### src/rtl/shreg_load_arbiter_if.sv
// Bundle between requesters, the arbiter and the shared
// parallel-load shift register.
interface shreg_load_arbiter_if #(
  parameter int NREQ  = 2,
  parameter int WIDTH = 8
);
  logic [NREQ-1:0]       io_req_valid;
  logic [NREQ-1:0]       io_req_ready;
  logic [NREQ*WIDTH-1:0] io_req_data;
  logic [WIDTH-1:0]      io_reg_in;
  logic                  io_reg_enable;
  logic [WIDTH-1:0]      io_reg_out;
  logic                  io_busy;
  logic                  io_rsp_valid;
  logic [WIDTH-1:0]      io_rsp_data;
  logic [1:0]            io_rsp_id;

  modport master (
    output io_req_valid,
    output io_req_data,
    output io_reg_out,
    input  io_req_ready,
    input  io_reg_in,
    input  io_reg_enable,
    input  io_busy,
    input  io_rsp_valid,
    input  io_rsp_data,
    input  io_rsp_id
  );

  modport slave (
    input  io_req_valid,
    input  io_req_data,
    input  io_reg_out,
    output io_req_ready,
    output io_reg_in,
    output io_reg_enable,
    output io_busy,
    output io_rsp_valid,
    output io_rsp_data,
    output io_rsp_id
  );
endinterface

### src/rtl/shreg_load_arbiter.sv
// Round-robin owner of a shared parallel-load shift register:
// load one word, hold it, read it back as a tagged response.
module shreg_load_arbiter #(
  parameter int NREQ        = 2,
  parameter int WIDTH       = 8,
  parameter int HOLD_CYCLES = 3
) (
  input logic clk,
  input logic reset,
  shreg_load_arbiter_if.slave bus
);

  localparam int CW =
    (HOLD_CYCLES > 1) ? $clog2(HOLD_CYCLES) : 1;

  typedef enum logic [1:0] {
    IDLE,
    LOAD,
    HOLD
  } state_t;

  state_t          r_state;
  state_t          w_next;
  logic [CW-1:0]   r_cnt;
  logic [1:0]      r_last;
  logic [1:0]      r_idx;
  logic [1:0]      w_idx;
  int              w_sel;
  int              w_j;
  logic [NREQ-1:0] w_grant;
  logic            w_hs;
  logic            w_rsp;
  logic [WIDTH-1:0] w_word;

  logic             r_en;
  logic             r_busy;
  logic             r_rsp_valid;
  logic [WIDTH-1:0] r_reg_in;
  logic [WIDTH-1:0] r_rsp_data;
  logic [1:0]       r_rsp_id;

  // Search starts just past the previous winner.
  always_comb begin
    w_grant = '0;
    w_hs    = 1'b0;
    w_sel   = 0;
    w_j     = 0;
    if (r_state == IDLE) begin
      for (int k = 1; k <= NREQ; k++) begin
        w_j = (int'(r_last) + k) % NREQ;
        if (!w_hs && bus.io_req_valid[w_j]) begin
          w_hs         = 1'b1;
          w_sel        = w_j;
          w_grant[w_j] = 1'b1;
        end
      end
    end
  end

  assign w_idx  = 2'(w_sel);
  assign w_word = bus.io_req_data[w_sel*WIDTH +: WIDTH];

  always_ff @(posedge clk or posedge reset) begin
    if (reset) begin
      r_state <= IDLE;
      r_last  <= 2'(NREQ - 1);
      r_idx   <= '0;
      r_cnt   <= '0;
    end else begin
      r_state <= w_next;
      if (w_hs) begin
        r_last <= w_idx;
        r_idx  <= w_idx;
      end
      if (r_state == LOAD)
        r_cnt <= CW'(HOLD_CYCLES - 1);
      else if (r_state == HOLD && r_cnt != '0)
        r_cnt <= r_cnt - 1'b1;
    end
  end

  always_comb begin
    w_next = r_state;
    unique case (r_state)
      IDLE:    if (w_hs) w_next = LOAD;
      LOAD:    w_next = HOLD;
      HOLD:    if (r_cnt == '0) w_next = IDLE;
      default: w_next = IDLE;
    endcase
  end

  // Response register is armed one cycle early so the
  // strobe lands in the final hold cycle.
  always_comb begin
    w_rsp = 1'b0;
    unique case (1'b1)
      (r_state == LOAD): w_rsp = (HOLD_CYCLES == 1);
      (r_state == HOLD): w_rsp = (r_cnt == CW'(1));
      default:           w_rsp = 1'b0;
    endcase
  end

  always_ff @(posedge clk or posedge reset) begin
    if (reset) begin
      r_en        <= 1'b0;
      r_busy      <= 1'b0;
      r_rsp_valid <= 1'b0;
      r_reg_in    <= '0;
      r_rsp_data  <= '0;
      r_rsp_id    <= '0;
    end else begin
      r_en        <= w_hs;
      r_busy      <= (w_next != IDLE);
      r_rsp_valid <= w_rsp;
      if (w_hs)
        r_reg_in <= w_word;
      if (w_rsp) begin
        r_rsp_data <= bus.io_reg_out;
        r_rsp_id   <= r_idx;
      end
    end
  end

  assign bus.io_req_ready  = w_grant;
  assign bus.io_reg_in     = r_reg_in;
  assign bus.io_reg_enable = r_en;
  assign bus.io_busy       = r_busy;
  assign bus.io_rsp_valid  = r_rsp_valid;
  assign bus.io_rsp_data   = r_rsp_data;
  assign bus.io_rsp_id     = r_rsp_id;

endmodule

### src/flat_wrapper.sv
// flat-port wrapper written by rule: the top's interface ports become plain ports
module shreg_load_arbiter_flat 
#(
  parameter int NREQ        = 2,
  parameter int WIDTH       = 8,
  parameter int HOLD_CYCLES = 3
)
  (clk, reset, bus_io_req_valid, bus_io_req_data, bus_io_reg_out, bus_io_req_ready, bus_io_reg_in, bus_io_reg_enable, bus_io_busy, bus_io_rsp_valid, bus_io_rsp_data, bus_io_rsp_id);
  shreg_load_arbiter_if #(.NREQ(NREQ), .WIDTH(WIDTH)) bus_i ();
  input logic clk;
  input logic reset;
  input wire logic [$bits(bus_i.io_req_valid)-1:0] bus_io_req_valid;
  input wire logic [$bits(bus_i.io_req_data)-1:0] bus_io_req_data;
  input wire logic [$bits(bus_i.io_reg_out)-1:0] bus_io_reg_out;
  output wire logic [$bits(bus_i.io_req_ready)-1:0] bus_io_req_ready;
  output wire logic [$bits(bus_i.io_reg_in)-1:0] bus_io_reg_in;
  output wire logic [$bits(bus_i.io_reg_enable)-1:0] bus_io_reg_enable;
  output wire logic [$bits(bus_i.io_busy)-1:0] bus_io_busy;
  output wire logic [$bits(bus_i.io_rsp_valid)-1:0] bus_io_rsp_valid;
  output wire logic [$bits(bus_i.io_rsp_data)-1:0] bus_io_rsp_data;
  output wire logic [$bits(bus_i.io_rsp_id)-1:0] bus_io_rsp_id;
  assign bus_i.io_req_valid = bus_io_req_valid;
  assign bus_i.io_req_data = bus_io_req_data;
  assign bus_i.io_reg_out = bus_io_reg_out;
  assign bus_io_req_ready = bus_i.io_req_ready;
  assign bus_io_reg_in = bus_i.io_reg_in;
  assign bus_io_reg_enable = bus_i.io_reg_enable;
  assign bus_io_busy = bus_i.io_busy;
  assign bus_io_rsp_valid = bus_i.io_rsp_valid;
  assign bus_io_rsp_data = bus_i.io_rsp_data;
  assign bus_io_rsp_id = bus_i.io_rsp_id;
  shreg_load_arbiter #(.NREQ(NREQ), .WIDTH(WIDTH), .HOLD_CYCLES(HOLD_CYCLES)) u_core (.clk(clk), .reset(reset), .bus(bus_i));
endmodule
### config.mk
export PLATFORM = sky130hd
export DESIGN_NAME = shreg_load_arbiter_flat
export DESIGN_NICKNAME = d
export VERILOG_FILES = /design/src/rtl/shreg_load_arbiter_if.sv /design/src/rtl/shreg_load_arbiter.sv /design/src/flat_wrapper.sv
export SDC_FILE = /design/constraint.sdc
export NUM_CORES = 1
export LEC_CHECK = 0
export ABC_CLOCK_PERIOD_IN_PS = 3800
export BUFFER_PORTS_ARGS = -buffer_cell sky130_fd_sc_hd__buf_2
export CAP_MARGIN = 20
export CORE_ASPECT_RATIO = 1.1
export CORE_UTILIZATION = 50
export DETAILED_ROUTE_END_ITERATION = 7
export PLACE_DENSITY = 0.93
export RECOVER_POWER = 100
export SLEW_MARGIN = 20
export SYNTH_ARGS = -nofsm -noshare
export SYNTH_HDL_FRONTEND = slang
export SYNTH_SLANG_ARGS = --single-unit
### constraint.sdc
create_clock -name clk -period 3.8 [get_ports clk]
set_input_delay 0.38 -clock clk [delete_from_list [all_inputs] [get_ports clk]]
set_output_delay 0.38 -clock clk [all_outputs]
set_load 0.01 [all_outputs]
# Yosys cells after proc, flatten, opt, wreduce, memory -nomap -nowiden
# Cells that the tools add are included.
[op_classes] addsub=3 order_cmp=4 eq_ne=3 n_shift=1 muxes=27 bitwise_logic=3 reduce_logical=10
[op_table] op="two-way mux 29 bit" n=3
[op_table] op="indexed part select 16 x 32 -> 8 bit" n=1
[op_table] op="two-way mux 2 bit" n=8
[op_table] op="two-way mux 1 bit" n=13
[op_table] op="less-than comparator 2 x 3 -> 1 bit, second input constant" n=2
[op_table] op="one-hot mux 2 bit (3 select lines)" n=1
[op_table] op="nonzero test 2 bit" n=3
[op_table] op="equality test 2 x 1 -> 1 bit, second input constant" n=2
[op_table] op="greater-or-equal comparator 2 x 1 -> 1 bit, second input constant" n=2
[op_table] op="logical AND 1 bit" n=4
[op_table] op="zero test 2 bit" n=2
[op_table] op="adder 1 bit, second input constant" n=2
[op_table] op="bitwise AND 1 bit, first input constant" n=2
[op_table] op="demux 1 bit (select 1 bit)" n=2
[op_table] op="equality test 2 bit, second input constant" n=1
[op_table] op="bitwise OR 2 bit" n=1
[op_table] op="subtractor 2 x 1 -> 2 bit, second input constant" n=1
[op_table] op="zero test 1 bit" n=1
[totals] ff_bits=28 input_bits=28 out_inout_bits=23 wordCells=61

# Logic depth before layout (Yosys ltp)
# Gate-level depths: netlist of the first run.
[logic_depth] ltp_word=14 depth_mapped=5 mapped_depth_nobuf=5

# Worst setup path after synthesis of the first run
# Ideal clock, no wire load.
[synth_timing] kind="reg-to-output" from="reg u_core.r_last[0]" to="out bus_io_req_ready[1]" t_arrival_ns=0.955 required_time_ns=3.420 slack_ns=2.465 stages_incl_launch_ff=4 n_path_buf=1 path_cell_list="dfstp_2 nand2_2 and3_1 buf_6"
[synth_via] elab_chain_cells=11 word_cells_on_any_way=29 cone_classes="add/sub (2); order compare (4); mux (16); bitwise (3); reduce/logical (4)"
[synth_lines] element="start, declared" line="shreg_load_arbiter.sv:25" text="logic [1:0] r_last;"
[synth_lines] element="start signal, assigned" line="shreg_load_arbiter.sv:66" text="r_last <= 2'(NREQ - 1);"
[synth_lines] element="start signal, assigned" line="shreg_load_arbiter.sv:72" text="r_last <= w_idx;"
[synth_lines] element="adder 1 bit" line="shreg_load_arbiter.sv:50" text="w_j = (int'(r_last) + k) % NREQ;"
[synth_lines] element="bitwise AND 1 bit (no source line)"
[synth_lines] element="less-than comparator 2 x 3 -> 1 bit (implied by the code) or greater-or-equal comparator 2 x 1 -> 1 bit (tied branches)" line="shreg_load_arbiter.sv:54" text="w_grant[w_j] = 1'b1;"
[synth_lines] element="logical AND 1 bit (implied by the code)" line="shreg_load_arbiter.sv:54"
[synth_lines] element="two-way mux 1 bit (implied by the code)" line="shreg_load_arbiter.sv:54"
[synth_lines] element="demux 1 bit (select 1 bit)"
[synth_lines] element="two-way mux 2 bit" line="shreg_load_arbiter.sv:51" text="if (!w_hs && bus.io_req_valid[w_j]) begin"
[synth_lines] element="two-way mux 2 bit" line="shreg_load_arbiter.sv:48" text="if (r_state == IDLE) begin"
[synth_lines] element="bitwise OR 2 bit (no source line)"
[synth_lines] element="two-way mux 2 bit (*)" line="shreg_load_arbiter.sv:51"
[synth_lines] element="two-way mux 2 bit (*)" line="shreg_load_arbiter.sv:48"
[synth_lines] element="end, declared" line="flat_wrapper.sv:15" text="output wire logic [$bits(bus_i.io_req_ready)-1:0] bus_io_req_ready;"
# Every way passes the cells marked *; elsewhere a longest branch is shown, timed or not. The select of a mux whose other input is x is not followed.

# Final worst setup path of the first run
[layout_timing] from="reg u_core.r_state[1]" to="out bus_io_req_ready[1]"
[layout_via] elab_chain_cells=2
[layout_lines] element="start, declared" line="shreg_load_arbiter.sv:22" text="state_t r_state;"
[layout_lines] element="start signal, assigned" line="shreg_load_arbiter.sv:70" text="r_state <= w_next;"
[layout_lines] element="zero test 2 bit" line="shreg_load_arbiter.sv:48"
[layout_lines] element="two-way mux 2 bit" line="shreg_load_arbiter.sv:48"
# Every way passes these cells.

==> qor.txt, run 1 <==
Final Cycle Share -> 0.602
Starting density of the core -> 0.529
Psw -> 0.423 mW
WP data arrival -> 1.91 ns
N_diodes -> 0
Synth warn -> 0
Die area -> 2580 um2
Area grow syn2layout -> 19.4%
Sequential Power Share -> 0.453
Fin nets -> 182
Die Width -> 48.5 um
Fin cells -> 181
Total grt overflow -> 0
TritonCTS clock tree -> done
Status -> completed
Complex-gate fraction of the synthesized area -> 0.141
Critical path, cell by cell -> nor2_1 > and3_1 > clkbuf_1
Mapped Avg Cell Area -> 11.3 um2
Startpoint Class -> flop
Worst slew pin tran -> 1.20 ns
Syn nets -> 135
Adder-cell share of the synthesized area -> 0.0210
Combinational share of power -> 0.426
Layout cells sized above 1 -> 0.291
Final Power -> 1.10 mW
Vias in the first global route -> 920
Pwr dens -> 770 nW/um2
Tot GR Track Use -> 0.192
Final Max Slew Viols -> 0
Post-Synth XOR/XNOR Area -> 0
Synth area leader -> dfrtp_1
Post-synthesis mux area share -> 0.0945
Max VDD drop -> 0.000451 V
Core area -> 2250 um2
Worst-skew pair later-pin latency -> 0.31 ns
Hold Buf Count CTS -> 0
Netlist cell types -> 29
Routed WL per cell -> 12.3 um
Routed wire length -> 2.23 mm
CP max-delay cell -> nor2_1
I/O pins -> 51
Yosys top cell area share -> 0.525
Clock tree buffer depth -> 2
Largest fanout on the critical path -> 11
Max-slew headroom -> 0.193
Min Tclk post-route -> 2.29 ns
Clk sinks -> 26
Post-synthesis cell count -> 105
Row count -> 18
Setup Crit Path Kind -> reg2out
HPWL after detailed placement -> 1.76 mm
Main combinational cell family by area after synthesis -> compound AO/OA/AOI/OAI gates
CP peak stage delay -> 0.50 ns
Max Cap Violations -> 0
R2r setup slk -> 1.57 ns
Hold Crit Class -> in2async
Worst Setup End Kind -> primary output
Core Util, Final -> 0.632
H-tree depth -> 1
Post-CTS Setup Bufs -> 0
Simple-Gate Fraction of Synth Area -> 0.0977
Achievable Freq -> 437 MHz
First-pass GRT wire length -> 3.66 mm
Largest net degree at the start of global routing -> 27
Sequential share of the synthesized area -> 0.547
Post-Syn Area -> 1190 um2
Post-DR vias/cell -> 5.39
RSZ-0062 raised after global routing -> no
Critical path required time -> 3.42 ns
Static leakage -> 0.696 nW
Drt drc -> 0
Most frequent cells in the layout -> buf_2 (27), dfrtp_1 (25), clkbuf_1 (22)
Setup violators final -> 0
DRT antenna net count -> 0
Fillers -> 198
Die Y -> 53.2 um
TritonCTS Buffers -> 3
Post-CTS sizing -> 0
Commonest non-fill, non-tap cell in the layout -> buf_2
Placed cells -> 177
Dominant cells by area after synthesis -> dfrtp_1 (53%), mux2_2 (9.5%), o311ai_1 (5.1%), inv_1 (5.0%), nand4_1 (4.2%)
Int Pwr -> 0.672 mW
Clk slew on worst S/H paths -> 0.13 ns
Clk pwr share -> 0.121
Final hold vios -> 0
Switch share -> 0.386
Via count -> 975
Pre-antenna DRT Iters -> 4
Fin Setup TNS -> 0 ns
Final Skew -> 0.00340 ns
CTS root buf -> clkbuf_4
DR iter-0 viols -> 17
Final GP Congestion -> 0.821
Initial antenna violation count -> 0
Seq cells post-synth -> 26
PortBufs -> 49
[area by class of cell]
cell class              instances  area (um2)  share of cell area
repair buffers                 49         218               0.153
multi-input cells              56         419               0.295
inverters                      16        60.1              0.0422
flip-flops and latches         26         652               0.458
well taps                      30        37.5              0.0264
clock buffers                   4        36.3              0.0255
[flip-flops by register name (all words and copies together), names as in the netlist]
signal	count
u_core.r_last	1
u_core.bus.io_reg_enable	1
u_core.r_state	2
u_core.r_cnt	2
u_core.bus.io_rsp_data	8
u_core.bus.io_rsp_valid	1
u_core.bus.io_busy	1
u_core.bus.io_rsp_id	1
u_core.bus.io_reg_in	8
u_core.r_idx	1
[layer usage]
metal | track usage | wire length [um] | up-vias
met2 | 0.354 | 1100 | 55
met1 | 0.210 | 945 | 454
met4 | 0.113 | 27 | 0
li1 | - | - | 462
met3 | 0.0345 | 157 | 4
met5 | 0 | 0 | -
[Yosys cell counts, drive strengths merged]
library cell / n
nand3b: 1
a21o: 2
o32ai: 1
mux2: 10
nor2: 3
nor3b: 1
o21ai: 9
nand2b: 1
nand2: 2
buf: 5
o311ai: 8
dfrtp: 25
o32a: 1
or2: 1
clkbuf: 2
ha: 2
inv: 16
a21oi: 3
and3b: 1
conb: 1
and3: 1
nand4: 8
dfstp: 1
[final timing paths]
check                                             to  cells after the start         startpoint
max in group asynchronous          u_core.r_state[0]                      2              reset
min in group clk           u_core.bus.io_rsp_data[5]                      2  bus_io_reg_out[5]
hold / removal             u_core.bus.io_rsp_data[4]                      2              reset
hold reg to reg                      u_core.r_idx[0]                      1    u_core.r_idx[0]
setup / recovery                 bus_io_req_ready[1]                      3  u_core.r_state[1]
setup reg to reg             u_core.bus.io_reg_in[4]                      3  u_core.r_state[1]
[through the flow]
step                      instance area (um2)  setup WS [ns]  hold slack (ns)
after floorplan                          1190           2.46            0.419
after global placement                   1420           2.05            0.474
after detailed placement                 1420           1.99            0.478
after CTS                                1460           1.62            0.282
after global routing                     1420           1.36            0.278
final                                    1420           1.51            0.253
[worst max-delay path: cells and delay by family, from the launching register on]
| family | cells | cell delay [ns] |
|---|---|---|
| buf+inv | 1 | 0.19 |
| flops | 1 | 0.46 |
| simple gates | 2 | 0.95 |
[power groups by stage]
stage	sequential, mW	combinational, mW	clock, mW
CTS	0.494	0.514	0.136
global placement	0.492	0.490	0
global route	0.514	0.521	0.149
finish	0.496	0.466	0.132
floorplan	0.542	0.315	0
detailed placement	0.500	0.516	0
[cell families (layout without fill, tap and decap cells)]
logic type | Yosys count | after routing
multiplexers | 10 | 10
buffers and inverters | 23 | 69
AO/OA/AOI/OAI | 24 | 24
other | 1 | 1
adder cells (fa/ha/maj) | 2 | 2
AND/OR/NAND/NOR | 19 | 19
flip-flops | 26 | 26
Power figures use the tool's default switching activity.
==> run 2, diff against run 1 <==
- ABC_CLOCK_PERIOD_IN_PS: 3800 -> 2060
- CORE_UTILIZATION: 50 -> 42
- PLACE_DENSITY: 0.93 -> 0.85
- clock period: 3.8 -> 2.06 ns (I/O delays scaled with it)
==> run 2 against run 1 <==
  * Highest routed layer unchanged
  * First-iteration DRC count is 59% higher
  * Hold slack worse by 0.15 ns
  * Total power is 98% higher
  * Flip-flop and latch count stayed put
  * Worst setup slack worse by 1.3 ns
  * Critical path depth stayed put
  * Non-clock buffer count is 3 higher
  * Global-route usage is 1.6 points lower
  * Largest cell class unchanged
  * Clock power grew to 2.6 times the previous value
  * Sequential power is 87% higher
  * Largest power group unchanged
  * Routed wire length is 13% higher
==> qor.txt, run 2 (same netlist as run 1, synthesis figures left out) <==
Status -> completed
Die Y -> 57.9 um
Routed wire length -> 2.53 mm
Row count -> 19
CTS root buf -> clkbuf_4
Worst slew pin tran -> 0.903 ns
HPWL after detailed placement -> 1.93 mm
Clk sinks -> 26
Die area -> 3050 um2
H-tree depth -> 1
TritonCTS clock tree -> done
Area of the multi-input gates -> 417 um2
Final Instance Area -> 1460 um2
Final Cycle Share -> 0.908
Setup Crit Path Kind -> reg2out
PortBufs -> 49
Most frequent cells in the layout -> buf_2 (28), dfrtp_1 (25), clkbuf_1 (22)
Fillers -> 239
Routed WL per cell -> 13.7 um
Max Cap Violations -> 0
Reg area -> 652 um2
Drt drc -> 0
Area grow syn2layout -> 22.6%
DRT antenna net count -> 0
Final Skew -> 0.00608 ns
Final Power -> 2.16 mW
Max VDD drop -> 0.000811 V
N_diodes -> 0
DR iter-0 viols -> 27
RSZ-0062 raised after global routing -> no
Met2 Wirelength -> 1.30 mm
Initial antenna violation count -> 0
Layout cells sized above 1 -> 0.292
Total grt overflow -> 0
Worst Setup End Kind -> primary output
Min Tclk post-route -> 1.87 ns
Hold Buf Count CTS -> 1
Worst Hold Margin -> 0.107 ns
WP data arrival -> 1.66 ns
DRT met1 WL -> 1.06 mm
Core Util, Final -> 0.563
Achievable Freq -> 535 MHz
Via count -> 983
Max-slew headroom -> 0.394
Post-CTS sizing -> 0
Largest fanout on the critical path -> 11
TritonCTS Buffers -> 3
Hold Crit Class -> in2reg
Fin Setup TNS -> 0 ns
Vias in the first global route -> 975
First-pass GRT wire length -> 3.93 mm
Met3 wire length -> 133 um
Highest metal used -> met4
Final GP Congestion -> 0.742
Post-CTS Setup Bufs -> 0
Clk slew on worst S/H paths -> 0.14 ns
Startpoint Class -> flop
Post-DR vias/cell -> 5.31
Worst-skew pair later-pin latency -> 0.32 ns
Pwr dens -> 1480 nW/um2
Fin nets -> 185
Clock tree buffer depth -> 2
Final hold vios -> 0
Tot GR Track Use -> 0.176
Pre-antenna DRT Iters -> 4
Static leakage -> 0.716 nW
DP Area -> 1440 um2
Die Width -> 52.8 um
Critical path required time -> 1.85 ns
Starting density of the core -> 0.460
Commonest non-fill, non-tap cell in the layout -> buf_2
Largest net degree at the start of global routing -> 17
Setup violators final -> 0
I/O pins -> 51
Core area -> 2590 um2
Final Max Slew Viols -> 0
-- run 2: path summary, 6_finish.rpt --
| path | startpoint | slack (ns) | end | depth (start not counted) |
|---|---|---|---|---|
| max | u_core.r_last[0] | 0.19 | bus_io_req_ready[1] | 3 |
| min | bus_io_reg_out[0] | 0.11 | u_core.bus.io_rsp_data[0] | 2 |
| max reg2reg | u_core.r_state[1] | 0.34 | u_core.bus.io_reg_in[6] | 4 |
| min reg2reg | u_core.r_idx[0] | 0.50 | u_core.r_idx[0] | 1 |
| max in group asynchronous | reset | 0.69 | u_core.bus.io_busy | 4 |
| min in group asynchronous | reset | 0.45 | u_core.bus.io_reg_in[2] | 3 |
-- run 2: area by class of cell --
cell class / instances / area share
Clock inverter: 1 / 0.0206
Timing Repair Buffer: 52 / 0.165
Inverter: 16 / 0.0411
Multi-Input combinational cell: 56 / 0.285
Sequential cell: 26 / 0.446
Tap cell: 31 / 0.0266
Clock buffer: 3 / 0.0154
-- run 2: metrics by stage --
stage | setup WS [ns] | instances
2_1_floorplan | 0.759 | 105
3_3_place_gp | 0.645 | 180
3_5_place_dp | 0.536 | 180
4_1_cts | 0.256 | 185
5_1_grt | 0.0935 | 185
6_report | 0.190 | 185
-- run 2: layer usage --
metal	GRT usage	vias up
li1	-	464
met1	0.196	471
met4	0.0940	0
met2	0.311	42
met5	0	-
met3	0.0315	6
-- run 2: critical path, cell delays in order (launching register included) --
cell     delay, ns
dfstp_2       0.58
nand2_1       0.19
and3_1        0.38
buf_2         0.20
-- run 2: where the power goes --
part	switching, mW	internal (mW)
clock network	0.150	0.197
logic	0.509	0.380
registers	0.159	0.767
total	0.819	1.34
